**config.mk**
```make
export PLATFORM = sky130hd
export DESIGN_NAME = overture_fetch_ctrl_flat
export DESIGN_NICKNAME = d
export VERILOG_FILES = /design/src/rtl/overture_fetch_ctrl_if.sv /design/src/rtl/overture_fetch_ctrl.sv /design/src/flat_wrapper.sv
export SDC_FILE = /design/constraint.sdc
export NUM_CORES = 1
export LEC_CHECK = 0
export CAP_MARGIN = 10
export CORE_MARGIN = 5
export CORE_UTILIZATION = 48
export CTS_BUF_LIST = sky130_fd_sc_hd__clkbuf_4 sky130_fd_sc_hd__clkbuf_8
export DETAILED_ROUTE_END_ITERATION = 16
export PLACE_DENSITY_LB_ADDON = 0.15
export SETUP_SLACK_MARGIN = 0.15
export SYNTH_ARGS = -nofsm -noshare
export SYNTH_HDL_FRONTEND = slang
export SYNTH_SLANG_ARGS = --single-unit
export TNS_END_PERCENT = 1
```
**constraint.sdc**
```tcl
create_clock -name clk -period 2.2 [get_ports clk]
set_input_delay 0.44 -clock clk [delete_from_list [all_inputs] [get_ports clk]]
set_output_delay 0.44 -clock clk [all_outputs]
set_load 0.01 [all_outputs]
```
**src/rtl/overture_fetch_ctrl_if.sv**
```systemverilog
// Fetch-to-environment bundle: ROM address/data, control pulses, and instruction handshake.
// Latency: pure wiring, no storage.
// Backpressure: instr_ready from the decoder side stalls instr_valid on the master side.
// Optional: OVERTURE_FETCH_STEP_EN adds the single-step pulse input.
interface overture_fetch_ctrl_if #(
  parameter int ADDR_W = 8,
  parameter int CNT_W  = 16
);
  logic [ADDR_W-1:0] rom_addr;
  logic [7:0]        rom_data;
  logic              run;
  logic              jump_en;
  logic [ADDR_W-1:0] jump_target;
  logic              halt_req;
  logic [7:0]        instr;
  logic [ADDR_W-1:0] instr_pc;
  logic              instr_valid;
  logic              instr_ready;
  logic              halted;
  logic [CNT_W-1:0]  fetch_count;
`ifdef OVERTURE_FETCH_STEP_EN
  logic              step;
`endif

  // The fetch controller side
  modport master (
    output rom_addr,
    input  rom_data,
    input  run,
    input  jump_en,
    input  jump_target,
    input  halt_req,
    output instr,
    output instr_pc,
    output instr_valid,
    input  instr_ready,
    output halted,
    output fetch_count
`ifdef OVERTURE_FETCH_STEP_EN
    , input step
`endif
  );

  // ROM, control and decoder side
  modport slave (
    input  rom_addr,
    output rom_data,
    output run,
    output jump_en,
    output jump_target,
    output halt_req,
    input  instr,
    input  instr_pc,
    input  instr_valid,
    output instr_ready,
    input  halted,
    input  fetch_count
`ifdef OVERTURE_FETCH_STEP_EN
    , output step
`endif
  );
endinterface

```
**src/rtl/overture_fetch_ctrl.sv**
```systemverilog
// OVERTURE instruction-fetch sequencer: owns pc, drives async ROM, registers instr for the decoder.
// Latency: rom_addr to instr is 1 cycle; 1 instr/cycle with instr_ready held high.
// Backpressure: a valid, unaccepted instr stalls pc and fetching until instr_ready.
// Optional: OVERTURE_FETCH_STEP_EN gates each fetch in FETCH with a one-cycle step pulse.
module overture_fetch_ctrl #(
  parameter int ADDR_W    = 8,
  parameter int LAST_ADDR = 255,
  parameter int WRAP      = 1,
  parameter int CNT_W     = 16
) (
  input  logic                 clk,
  input  logic                 rst,
  overture_fetch_ctrl_if.master bus
);

  typedef enum logic [1:0] {S_IDLE, S_FETCH, S_HALTED, S_END} state_t;

  localparam logic [ADDR_W-1:0] LAST = ADDR_W'(LAST_ADDR);

  state_t            state, state_nxt;
  logic [ADDR_W-1:0] pc, pc_inc;
  logic [7:0]        instr_q;
  logic [ADDR_W-1:0] instr_pc_q;
  logic              instr_valid_q;
  logic [CNT_W-1:0]  fetch_count_q;
  logic              fetch_fire;
  logic              consume;
  logic              halted_c;
  logic              step_ok;

`ifdef OVERTURE_FETCH_STEP_EN
  assign step_ok = bus.step;
`else
  assign step_ok = 1'b1;
`endif

  // State register
  always_ff @(posedge clk or negedge rst) begin
    if (!rst) state <= S_IDLE;
    else      state <= state_nxt;
  end

  // Next state: halt beats jump, jump beats run/fetch sequencing
  always_comb begin
    state_nxt = state;
    if (bus.halt_req) begin
      state_nxt = S_HALTED;
    end else if (bus.jump_en) begin
      state_nxt = bus.run ? S_FETCH : S_IDLE;
    end else begin
      case (state)
        S_IDLE:  if (bus.run) state_nxt = S_FETCH;
        S_FETCH: begin
          if (!bus.run)
            state_nxt = S_IDLE;
          else if (fetch_fire && (WRAP == 0) && (pc == LAST))
            state_nxt = S_END;
        end
        default: state_nxt = state;
      endcase
    end
  end

  // Outputs of the FSM: fetch strobe, consume strobe, halted flag, next sequential pc
  always_comb begin
    fetch_fire = (state == S_FETCH) && bus.run && (!instr_valid_q || bus.instr_ready)
                 && step_ok && !bus.halt_req && !bus.jump_en;
    consume    = instr_valid_q && bus.instr_ready;
    halted_c   = (state == S_HALTED) || (state == S_END);
    // Without wrap, pc parks on the last address; at or beyond it, wrap to 0
    pc_inc = pc + 1'b1;
    if ((WRAP == 0) && (pc == LAST))
      pc_inc = pc;
    else if (pc >= LAST)
      pc_inc = '0;
  end

  // Datapath: pc, instruction register, valid flag and saturating fetch counter
  always_ff @(posedge clk or negedge rst) begin
    if (!rst) begin
      pc            <= '0;
      instr_q       <= '0;
      instr_pc_q    <= '0;
      instr_valid_q <= 1'b0;
      fetch_count_q <= '0;
    end else if (bus.halt_req) begin
      instr_valid_q <= 1'b0;
    end else if (bus.jump_en) begin
      pc            <= bus.jump_target;
      instr_valid_q <= 1'b0;
    end else if (fetch_fire) begin
      pc            <= pc_inc;
      instr_q       <= bus.rom_data;
      instr_pc_q    <= pc;
      instr_valid_q <= 1'b1;
      if (!(&fetch_count_q)) fetch_count_q <= fetch_count_q + 1'b1;
    end else if (consume) begin
      instr_valid_q <= 1'b0;
    end
  end

  assign bus.rom_addr    = pc;
  assign bus.instr       = instr_q;
  assign bus.instr_pc    = instr_pc_q;
  assign bus.instr_valid = instr_valid_q;
  assign bus.fetch_count = fetch_count_q;
  assign bus.halted      = halted_c;

endmodule

```
**src/flat_wrapper.sv**
```systemverilog
// flat-port wrapper written by rule: the top's interface ports become plain ports
module overture_fetch_ctrl_flat 
#(
  parameter int ADDR_W    = 8,
  parameter int LAST_ADDR = 255,
  parameter int WRAP      = 1,
  parameter int CNT_W     = 16
)
  (clk, rst, bus_rom_addr, bus_rom_data, bus_run, bus_jump_en, bus_jump_target, bus_halt_req, bus_instr, bus_instr_pc, bus_instr_valid, bus_instr_ready, bus_halted, bus_fetch_count);
  overture_fetch_ctrl_if #(.ADDR_W(ADDR_W), .CNT_W(CNT_W)) bus_i ();
  input  logic clk;
  input  logic rst;
  output wire logic [$bits(bus_i.rom_addr)-1:0] bus_rom_addr;
  input wire logic [$bits(bus_i.rom_data)-1:0] bus_rom_data;
  input wire logic [$bits(bus_i.run)-1:0] bus_run;
  input wire logic [$bits(bus_i.jump_en)-1:0] bus_jump_en;
  input wire logic [$bits(bus_i.jump_target)-1:0] bus_jump_target;
  input wire logic [$bits(bus_i.halt_req)-1:0] bus_halt_req;
  output wire logic [$bits(bus_i.instr)-1:0] bus_instr;
  output wire logic [$bits(bus_i.instr_pc)-1:0] bus_instr_pc;
  output wire logic [$bits(bus_i.instr_valid)-1:0] bus_instr_valid;
  input wire logic [$bits(bus_i.instr_ready)-1:0] bus_instr_ready;
  output wire logic [$bits(bus_i.halted)-1:0] bus_halted;
  output wire logic [$bits(bus_i.fetch_count)-1:0] bus_fetch_count;
  assign bus_rom_addr = bus_i.rom_addr;
  assign bus_i.rom_data = bus_rom_data;
  assign bus_i.run = bus_run;
  assign bus_i.jump_en = bus_jump_en;
  assign bus_i.jump_target = bus_jump_target;
  assign bus_i.halt_req = bus_halt_req;
  assign bus_instr = bus_i.instr;
  assign bus_instr_pc = bus_i.instr_pc;
  assign bus_instr_valid = bus_i.instr_valid;
  assign bus_i.instr_ready = bus_instr_ready;
  assign bus_halted = bus_i.halted;
  assign bus_fetch_count = bus_i.fetch_count;
  overture_fetch_ctrl #(.ADDR_W(ADDR_W), .LAST_ADDR(LAST_ADDR), .WRAP(WRAP), .CNT_W(CNT_W)) u_core (.clk(clk), .rst(rst), .bus(bus_i));
endmodule
```
==> results of run 1 <==
## where the power goes
group	internal, uW	switching (uW)
Sequential	879	86.1
Clock	285	269
Combinational	269	168
## metal layers
layer | vias up | share of wire | GRT usage
met1 | 755 | 0.40 | 0.218
met2 | 53 | 0.51 | 0.320
li1 | 746 | - | -
met5 | - | 0 | 0
met3 | 7 | 0.082 | 0.0689
met4 | 0 | 0.013 | 0.0534
## path summary, 6_finish.rpt
path | end | slack, ps | depth (start not counted) | from
min reg2reg | u_core.bus.instr[0] | 510 | 1 | u_core.bus.instr[0]
max reg2reg | u_core.bus.fetch_count[1] | 420 | 5 | u_core.bus.fetch_count[5]
max | bus_rom_addr[6] | 400 | 1 | u_core.bus.rom_addr[6]
min in group clk | u_core.bus.instr[0] | 510 | 1 | u_core.bus.instr[0]
min | u_core.bus.rom_addr[4] | 110 | 1 | rst
max in group asynchronous | u_core.bus.instr[2] | 1420 | 2 | rst
## cell families after synthesis
| family | share of synthesized area |
|---|---|
| multiplexers | 0.122 |
| XOR/XNOR | 0.0656 |
| buffers and inverters | 0.0200 |
| AO/OA/AOI/OAI | 0.0688 |
| AND/OR/NAND/NOR | 0.174 |
| adder cells (fa/ha/maj) | 0.0125 |
| flip-flops | 0.537 |
## cell usage in the layout, fill, tap and decap left out, drive strengths merged
| cell | count |
|---|---|
| inv | 1 |
| dfrtp | 43 |
| nand2 | 14 |
| xnor2 | 13 |
| and4 | 3 |
| nor3 | 2 |
| mux2i | 3 |
| clkdlybuf4s50 | 62 |
| nand4 | 5 |
| nor4 | 1 |
| nor2 | 11 |
| o21ai | 8 |
| clkinvlp | 1 |
| xor2 | 2 |
| a21o | 1 |
| or2 | 2 |
| o31ai | 1 |
| nor2b | 2 |
| a22oi | 6 |
| o2bb2ai | 2 |
| and3 | 7 |
| a21oi | 4 |
| buf | 8 |
| nand2b | 1 |
| nand3 | 7 |
| nand4bb | 1 |
| nand4b | 1 |
| ha | 2 |
| and3b | 1 |
| clkbuf | 7 |
| mux2 | 19 |
## per-stage QoR
step | util | setup WS, ps | area (um2) | total power [uW] | cells
floorplan | - | 566 | 2000 | 1130 | 169
global placement | 0.672 | 124 | 2710 | 1400 | 283
detailed placement | 0.672 | 71.7 | 2710 | 1420 | 283
CTS | 0.698 | 389 | 2810 | 1980 | 291
global route | 0.698 | 284 | 2810 | 2060 | 291
finish | 0.698 | 404 | 2810 | 1960 | 291
## registers in the layout, summed over array words and instances, names as in the netlist
name / flops
u_core.bus.fetch_count: 16
u_core.bus.rom_addr: 8
u_core.bus.instr: 8
u_core.bus.instr_pc: 8
u_core.bus.instr_valid: 1
u_core.state: 2
## area by class of cell
type	count	area share
multi-input combinational	119	0.315
clock inverter	1	0.00267
sequential	43	0.383
inverter	1	0.00134
clock buffer	7	0.0343
timing repair buffer	70	0.241
tap	50	0.0223
==> summary.md, run 1 <==
| Metric | Value |
|---|---|
| Final-report hold violation count | 0 |
| Final net count | 264 |
| Fin. max-slew vios | 0 |
| Die height | 74.6 um |
| Area grow syn2layout | 40.4% |
| Core box area | 4030 um2 |
| Worst Skew | roughly 4.2 ps |
| GRT Residual Overflow | 0 |
| Clock transition at the registers of the reported paths | 80 ps |
| CP endpoint kind | output pin |
| Share of the synthesized area in the top cell type | 0.538 |
| Required @ worst endpoint | approximately 1800 ps |
| GRT Util Overall | 0.186 |
| Die X | around 75 um |
| Slowest stage cell, crit path | clkdlybuf4s50_1 |
| DPL Wire Length | roughly 3600 um |
| Crit path kind | flop to output pin |
| Antenna Cells | 0 |
| Yosys reg bits | 43 |
| Post-CTS Resized | 0 |
| Crit-path max FO | 6 |
| WL/cell | roughly 16 um |
| Initial antenna violation count | 0 |
| RSZ-0062 raised after global routing | no |
| Starting Density | 0.497 |
| Critical Path, Cell by Cell | clkdlybuf4s50_1 |
| Maxcap violations | 0 |
| RePlAce Congestion | 0.792 |
| Max stage delay on crit path | 590 ps |
| CTS Hold Bufs | 0 |
| TritonCTS Buffers | 5 |
| Area contributors post-synth | dfrtp_1 54%, mux2_2 10%, xnor2_1 5.7% |
| H-tree depth | 2 |
| Max Buffers Root-to-Sink | 2 |
| Run status | complete, no violations |
| Leakage Power | ~0.0012 uW |
| Clock sinks | 43 |
| Die Footprint | around 5600 um2 |
| Seq. cell area | about 1100 um2 |
| Skew-Pair Late Insertion Delay | 300 ps |
| Routed WL | ~4700 um |
| Post-synth EDFFs | 0 |
| Port Buffers | between 60 and 70 |
| Min-Delay Path Class | input pin to asynchronous set/reset pin |
| Syn Inst Count | about 170 |
| PwrDens | 696 nW/um2 |
| Fill cell count | 324 |
| Most frequent cell after synthesis | dfrtp_1 |
| Post-route setup TNS | 0 ps |
| Final worst path period share | 0.816 |
| Root buf cell | clkbuf_8 |
| Iter 0 DRT Violations | 100 |
| Main flop type after synthesis | dfrtp_1 |
| Kind of start point of the critical path | flop |
| Synth cell count leaders | 43 x dfrtp_1, 18 x mux2_2, 13 x nand2_1, 13 x xnor2_1, 11 x nor2_1 |
| Synth Net Count | just under 200 |
| Post-synth ARST share | 1.00 |
| Via Count | ~1600 |
| Share of layout cells above drive strength 1 | 0.166 |
| Syn Area/Cell | ~12 um2 |
| TritonCTS clock tree | built |
| Yosys cell types | 35 |
| Largest net degree at the start of global routing | 24 |
| Vias per cell | 5.36 |
| Synth warn | 0 |
| Final antenna-violating net count | 0 |
| I/O pin count | 64 |
| Max Clock Freq | 557 MHz |
| Post-CTS setup buffer count | 0 |
| Bufs and invs on worst path | 1 |
| First-pass detailed-route iteration total | 4 |
| Post-synth top area cell | dfrtp_1 |
| Final setup viols | 0 |
| Hold_ws | 105 ps |
| Slew @ Worst Pin | approximately 520 ps |
| CP top delay family | buffers and inverters |
| Max IR drop VDD | between 500 and 600 uV |
| Vias in the first global route | 1666 |
| Relative slew margins | 0.653 |
| Synthesized cell area | between 2000 and 2500 um2 |
| Minimum clock period | 1800 ps |
| First-pass GRT wire length | a little under 8000 um |
| Crit path DAT | approximately 1400 ps |
| Std-Cell Rows | 23 |
| DRC | 0 |
| Seq/Total Area, Yosys | 0.538 |
| Multi-input gate area | approximately 890 um2 |
No activity file was read; power rests on OpenSTA's default activity.
==> run 2: changes to the inputs <==
--- a/config.mk
+++ b/config.mk
@@ -7,7 +7,7 @@
 export LEC_CHECK = 0
 export CAP_MARGIN = 10
 export CORE_MARGIN = 5
-export CORE_UTILIZATION = 48
+export CORE_UTILIZATION = 43
 export CTS_BUF_LIST = sky130_fd_sc_hd__clkbuf_4 sky130_fd_sc_hd__clkbuf_8
 export DETAILED_ROUTE_END_ITERATION = 16
 export PLACE_DENSITY_LB_ADDON = 0.15
==> constraint.sdc (replaced) <==
create_clock -name clk -period 1.5 [get_ports clk]
set_input_delay 0.3 -clock clk [delete_from_list [all_inputs] [get_ports clk]]
set_output_delay 0.3 -clock clk [all_outputs]
set_load 0.01 [all_outputs]
==> run 2 against run 1 <==
The flow now finishes with violations (negative setup slack). Final cell count is 9.3% higher. Sequential cell count stayed put. Critical path depth is 4 higher. Clock-buffer cell count is 1 lower. Die area is 10% higher. Utilization is 3.1 points lower. Design area is 5.4% higher. Combinational power is 52% higher. Sequential share of layout area is 1.8 points lower. First-iteration DRC count is 17% lower.
==> summary.md, run 2 (synthesis gave the netlist of run 1 again) <==
| Metric | Value |
|---|---|
| Vias per cell | 5.26 (-1.9%) |
| RePlAce Congestion | 0.777 (-1.8%) |
| Die X | 78.2 um (+4.9%) |
| Skew-Pair Late Insertion Delay | 280 ps (-20 ps) |
| CTS Hold Bufs | 0 (unchanged) |
| First-pass detailed-route iteration total | 4 (unchanged) |
| TritonCTS clock tree | built |
| Failing checks | negative setup slack |
| Slew @ Worst Pin | 554 ps (+33.6 ps) |
| Post-Layout Cell Count | 318 (+9.3%) |
| Crit path DAT | 1760 ps (+400 ps) |
| Leakage Power | 0.00148 uW (+22%) |
| Final instance area | 2960 um2 (+5.4%) |
| Crit-path max FO | 5 (-1) |
| Final antenna-violating net count | 0 (unchanged) |
| Vias in the first global route | 1811 (+8.7%) |
| Final-report hold violation count | 0 (unchanged) |
| Area grow syn2layout | 48.0% |
| Max reg flops | 16 (unchanged) |
| DPL Wire Length | 3830 um (+5.5%) |
| Antenna Cells | 0 (unchanged) |
| Std-Cell Rows | 24 (+4.3%) |
| Flop2flop setup slack | -100 ps (-520 ps) |
| Die Footprint | 6120 um2 (+10%) |
| GRT Util Overall | 0.178 (-0.00820) |
| Run status | finished with violations |
| I/O pin count | 64 (unchanged) |
| Relative slew margins | 0.631 (-0.0224) |
| Fin. max-slew vios | 0 (unchanged) |
| Minimum clock period | 1600 ps |
| Final setup viols | 28 (+28) |
| Starting Density | 0.450 (-0.0464) |
| Clock sinks | 43 (unchanged) |
| Comb power frac | 0.243 (+0.020) |
| Most frequent cells in the layout | 40 x dfrtp_1, 34 x buf_4, 25 x dlygate4sd2_1 |
| Reg2reg path depth | 5 (unchanged) |
| Max IR drop VDD | 627 uV (+19%) |
| Routed WL | 5080 um (+7.4%) |
| PwrDens | 922 nW/um2 (+33%) |
| RR Startpoint | u_core.state[1] |
| Share of layout cells above drive strength 1 | 0.361 (+0.195) |
| Core box area | 4440 um2 (+10%) |
| Final worst path period share | 1.06 |
| FF-to-FF End | u_core.bus.fetch_count[12] |
| Switching Share | 0.274 (+0.00648) |
| GRT Residual Overflow | 0 (unchanged) |
| Die height | 78.2 um (+4.9%) |
| Crit path from | u_core.state[1] |
| Switching power | 749 uW (+43%) |
| Cell Int Power | 1980 uW (+38%) |
| CP endpoint kind | flop |
| Largest net degree at the start of global routing | 44 (+83%) |
| H-tree depth | 2 (unchanged) |
| Min-Delay Path Class | input pin to asynchronous set/reset pin |
| RSZ-0062 raised after global routing | yes |
| Worst Skew | 8.02 ps (+3.83 ps) |
| Max Clock Freq | roughly 630 MHz |
| Via Count | 1673 (+7.2%) |
| Hold_ws | 78.5 ps (-27.0 ps) |
| Post-CTS setup buffer count | 0 (unchanged) |
| Most common cell after layout, fill and taps aside | dfrtp_1 |
| TritonCTS Buffers | 5 (unchanged) |
| Placed Area | 2920 um2 (+7.8%) |
| First-pass GRT wire length | 8790 um (+11%) |
| DRC | 0 (unchanged) |
| DP Cell Count | 312 (+10%) |
| Post-route setup TNS | -1650 ps (-1650 ps) |
| Clock share of power | 0.247 (-0.037) |
| Iter 0 DRT Violations | 83 (-17%) |
| Sequential Power Share | 0.510 (+0.017) |
| Initial antenna violation count | 0 (unchanged) |
| Root buf cell | clkbuf_8 |
| Max Buffers Root-to-Sink | 2 (unchanged) |
| Setup slack after layout | -97.4 ps (-501 ps) |
| Maxcap violations | 0 (unchanged) |
| Required @ worst endpoint | 1660 ps (-100 ps) |
| WL/cell | 16.0 um (-1.7%) |
| Crit path kind | flop to flop |
| Kind of start point of the critical path | flop |
| Pwr Total | 2730 uW (+40%) |
| Port Buffers | 63 (unchanged) |
| Clock transition at the registers of the reported paths | 80 ps (about the same) |
| Final net count | 291 (+10%) |
## run 2: cell types whose count changed in the layout (fill, tap and decap cells not counted), moves of 3 or more
cell	before	now
buf_2	1	11
buf_4	7	34
clkbuf_2	0	4
clkdlybuf4s15_1	0	4
clkdlybuf4s50_1	62	17
dfrtp_1	43	40
dfrtp_2	0	3
dlygate4sd2_1	0	25
o21ai_0	8	4
o21ai_1	0	3
## run 2: worst max path at each step
stage / endpoint / slack, ps / depth (start not counted)
floorplan: u_core.bus.fetch_count[1] / -60 / 5
global placement: u_core.bus.instr_pc[7] / -400 / 5
detailed placement: u_core.bus.rom_addr[5] / -510 / 6
CTS: u_core.bus.fetch_count[15] / -120 / 5
global route: u_core.bus.fetch_count[7] / -210 / 5
finish: u_core.bus.fetch_count[12] / -100 / 5
## run 2: power groups by stage
stage / logic [uW] / clock network (uW) / registers [uW]
after floorplan: 193 / 0 / 1470
after global placement: 718 / 0 / 1400
after detailed placement: 745 / 0 / 1410
after CTS: 662 / 707 / 1390
after global routing: 731 / 753 / 1410
final: 665 / 676 / 1390
## run 2: repair_timing
action | 4_1_cts | 5_1_grt
setup endpoints to repair | 83 | 53
resized for setup | 94 | 16
pin swaps | 1 | 1
hold endpoints to repair | 0 | 0
## run 2: layout make-up
class | count | area [um2]
fillers | 369 | 1480
multi-input cells | 119 | 955
repair buffers | 97 | 783
inverters | 1 | 3.75
clock buffers | 6 | 76.3
well taps | 52 | 65.1
flip-flops and latches | 43 | 1080
## run 2: routing by layer
layer / up-vias / track usage / routed length, um
li1: 796 / - / -
met1: 812 / 0.217 / 2140
met2: 57 / 0.299 / 2490
met3: 8 / 0.0664 / 392
met4: 0 / 0.0455 / 63
met5: - / 0 / 0
## run 2: worst max-delay path: stages, from the launching register on
cell,delay [ps]
dfrtp_1,400
nand4bb_4,260
nor3_4,210
buf_4,180
nand4_1,100
mux2_1,330
## run 2: metrics by stage
step	util	worst slack, ps
finish	0.667	-97.4
global placement	0.657	-403
global route	0.667	-213
detailed placement	0.657	-507
CTS	0.670	-118
floorplan	-	-64.6
==> run 3: changes to the inputs <==
--- a/config.mk
+++ b/config.mk
@@ -5,11 +5,13 @@
 export SDC_FILE = /design/constraint.sdc
 export NUM_CORES = 1
 export LEC_CHECK = 0
+export ABC_AREA = 1
 export CAP_MARGIN = 10
 export CORE_MARGIN = 5
-export CORE_UTILIZATION = 43
+export CORE_UTILIZATION = 45
 export CTS_BUF_LIST = sky130_fd_sc_hd__clkbuf_4 sky130_fd_sc_hd__clkbuf_8
 export DETAILED_ROUTE_END_ITERATION = 16
+export MAX_ROUTING_LAYER = met4
 export PLACE_DENSITY_LB_ADDON = 0.15
 export SETUP_SLACK_MARGIN = 0.15
 export SYNTH_ARGS = -nofsm -noshare
==> run 3 against run 2 <==
The run now ends clean. Maximum frequency is 12% higher. Critical endpoint is now u_core.bus.fetch_count[14]. Non-clock buffer count is 7 higher. Largest cell class is now multi-input combinational cells. Final cell count is 54% higher. Critical path type unchanged. Sequential cell count stayed put. Setup slack better by 170 ps. Die area is 12% higher.
==> summary.md, run 3 <==
| Metric | Value |
|---|---|
| GRT Residual Overflow | 0 (unchanged) |
| Crit-path max FO | 6 (+1) |
| Fill cell count | 443 (+20%) |
| Post-synthesis simple-gate area fraction | 0.370 (+0.197) |
| Syn Area/Cell | 7.56 um2 (-36%) |
| Root buf cell | clkbuf_8 |
| Area contributors post-synth | dfrtp_1 45%, nand2_1 22%, nor2_1 4.7% |
| H-tree depth | 2 (unchanged) |
| DPL Wire Length | 4420 um (+16%) |
| TritonCTS Buffers | 5 (unchanged) |
| Minimum clock period | 1430 ps (-169 ps) |
| Run status | complete, no violations |
| Die X | 82.9 um (+5.9%) |
| Yosys reg bits | 43 (unchanged) |
| DRC | 0 (unchanged) |
| Reg2reg path depth | 8 (+3) |
| Max reg flops | 16 (unchanged) |
| CP endpoint kind | flop |
| Die Footprint | 6860 um2 (+12%) |
| RSZ-0062 raised after global routing | yes |
| Clock transition at the registers of the reported paths | 80 ps (about the same) |
| Required @ worst endpoint | 1690 ps (+30 ps) |
| Max Buffers Root-to-Sink | 2 (unchanged) |
| Met3 Track Usage GR | 0.0337 (-0.0327) |
| GRT Util Overall | 0.192 (+0.0145) |
| Leakage Power | 0.00188 uW (+27%) |
| Post-synth ARST share | 1.00 (unchanged) |
| Largest net degree at the start of global routing | 24 (-45%) |
| Pwr Total | 2960 uW (+8.4%) |
| Compound-cell area share of the yosys netlist | 0.0707 (+0.00197) |
| Vias in the first global route | 2414 (+33%) |
| Vias per cell | 4.81 (-8.6%) |
| Slew @ Worst Pin | 316 ps (-238 ps) |
| Adder-cell share of the synthesized area | 0.0105 (-0.00202) |
| Initial antenna violation count | 0 (unchanged) |
| Fin. max-slew vios | 0 (unchanged) |
| Final net count | 444 (+53%) |
| Core box area | 5140 um2 (+16%) |
| Via Count | 2355 (+41%) |
| GR Util met2 | 0.345 (+0.0460) |
| Post-synth EDFFs | 0 (unchanged) |
| Final antenna-violating net count | 0 (unchanged) |
| Routed WL | 6500 um (+28%) |
| PwrDens | 812 nW/um2 (-12%) |
| WL/cell | 13.3 um (-17%) |
| Most frequent cells in the layout | 127 x nand2_1, 41 x dlygate4sd2_1, 35 x dfrtp_1 |
| Die height | 82.9 um (+5.9%) |
| Kind of start point of the critical path | flop |
| Clock sinks | 43 (unchanged) |
| Gr busiest metal | met2 |
| Seq/Total Area, Yosys | 0.450 (-0.0870) |
| Util after Layout | 0.709 (+0.0424) |
| Yosys cell types | 31 (-11%) |
| TritonCTS clock tree | built |
| Synthesized cell area | 2390 um2 (+19%) |
| Max IR drop VDD | 491 uV (-22%) |
| Min-Delay Path Class | input pin to flop |
| Max Clock Freq | 700 MHz (+12%) |
| Iter 0 DRT Violations | 75 (-9.6%) |
| Starting Density | 0.465 (+0.0143) |
| First-pass detailed-route iteration total | 4 (unchanged) |
| Main flop type after synthesis | dfrtp_1 |
| Crit path DAT | 1610 ps (-150 ps) |
| Final-report hold violation count | 0 (unchanged) |
| Hold path depth | 2 |
| Xor/xnor share of the synthesized area | 0.0293 (-0.0363) |
| Synth cell count leaders | 143 x nand2_1, 43 x dfrtp_1, 30 x nor2_1 |
| Maxcap violations | 0 (unchanged) |
| First-pass GRT wire length | 10800 um (+23%) |
| Multi-input gate area | 1310 um2 (+37%) |
| Most common cell after layout, fill and taps aside | nand2_1 |
| RePlAce Congestion | 0.842 (+8.3%) |
| Port Buffers | 63 (unchanged) |
| Seq. cell area | 1090 um2 (+0.58%) |
| Largest family of logic cells by synthesized area | simple AND/OR/NAND/NOR gates |
| Routing usage on met1 | 0.218 (+0.000991) |
| Synth Net Count | 340 (+76%) |
| Worst Skew | 5.50 ps (-2.52 ps) |
| Relative slew margins | 0.789 (+0.158) |
| Share of the synthesized area in the top cell type | 0.450 (-0.0870) |
| Std-Cell Rows | 26 (+8.3%) |
| Share of layout cells above drive strength 1 | 0.245 (-0.116) |
| Crit path kind | flop to flop |
| Post-synth top area cell | dfrtp_1 |
| Post-synthesis mux area share | 0 (-0.122) |
| Syn Inst Count | 316 (+87%) |
| Synth warn | 0 (unchanged) |
| Most frequent cell after synthesis | nand2_1 |
| I/O pin count | 64 (unchanged) |
| Antenna Cells | 0 (unchanged) |
| Area grow syn2layout | 52.6% |
| Final worst path period share | 0.952 (-0.113) |
| Final setup viols | 0 (-100%) |
| Skew-Pair Late Insertion Delay | 290 ps (about the same) |
run 3: cell count changes after synthesis, moves of 6 or more:
cell,before,now
a22oi_1,6,0
and3_1,7,0
nand2_1,13,143
xnor2_1,13,6
nor2_1,11,30
o21ai_2,0,6
inv_1,1,26
mux2_2,18,0
nand3_1,7,14
run 3: logic make-up after synthesis:
family | Yosys count
compound gates | 26
xor+xnor | 8
fa+ha+maj | 2
buf+inv | 35
flops | 43
simple gates | 202
run 3: worst max-delay path, stage by stage, from the launching register on:
cell and delay [ps]:
dfrtp_2 430, ha_4 180, nand3_4 100, nor2_8 140, nand3_4 110, nand2_4 140
nand2_4 100, nand2_2 80, nand2_1 50
run 3: worst paths after layout:
check,slack (ps),to,start
setup / recovery,70,u_core.bus.fetch_count[14],u_core.bus.fetch_count[0]
hold reg to reg,470,u_core.bus.instr[7],u_core.bus.instr[7]
hold / removal,400,u_core.bus.instr_valid,bus_halt_req
min in group asynchronous,430,u_core.bus.fetch_count[2],rst
max in group asynchronous,610,u_core.bus.instr[7],rst
setup reg to reg,70,u_core.bus.fetch_count[14],u_core.bus.fetch_count[0]
run 3: what timing repair did:
item	in CTS	in global routing
hold endpoints to repair	10	0
endpoints found under the setup margin	83	58
resized for setup	81	22
pin swaps	28	13
cloned	0	3
hold buffers	1	0
buffers inserted	7	10
run 3: metrics by stage:
step	cell area, um2	hold slack, ps	worst slack, ps	cells	setup TNS [ps]
after floorplan	2400	4.41	92.5	316	0
after global placement	3240	203	-289	462	-10480
after detailed placement	3240	208	-347	462	-12090
after CTS	3430	403	34.4	477	0
after global routing	3640	418	-6.13	490	-6.13
final	3640	403	71.6	490	0
run 3: layout make-up:
cell class | count | share of cell area
repair buffers | 104 | 0.266
clock buffers | 6 | 0.0227
clock inverters | 1 | 0.00137
multi-input cells | 239 | 0.360
inverters | 27 | 0.0285
flip-flops and latches | 43 | 0.298
well taps | 70 | 0.0240
run 3: where the power goes:
group          internal (uW)  switching [uW]
clock                    362             383
combinational            403             396
sequential              1290             128
run 3: routing by layer:
metal  share of wire  wire length (um)
met5               0                 0
met4           0.014                92
met3           0.043               279
met2            0.52              3390
met1            0.42              2740
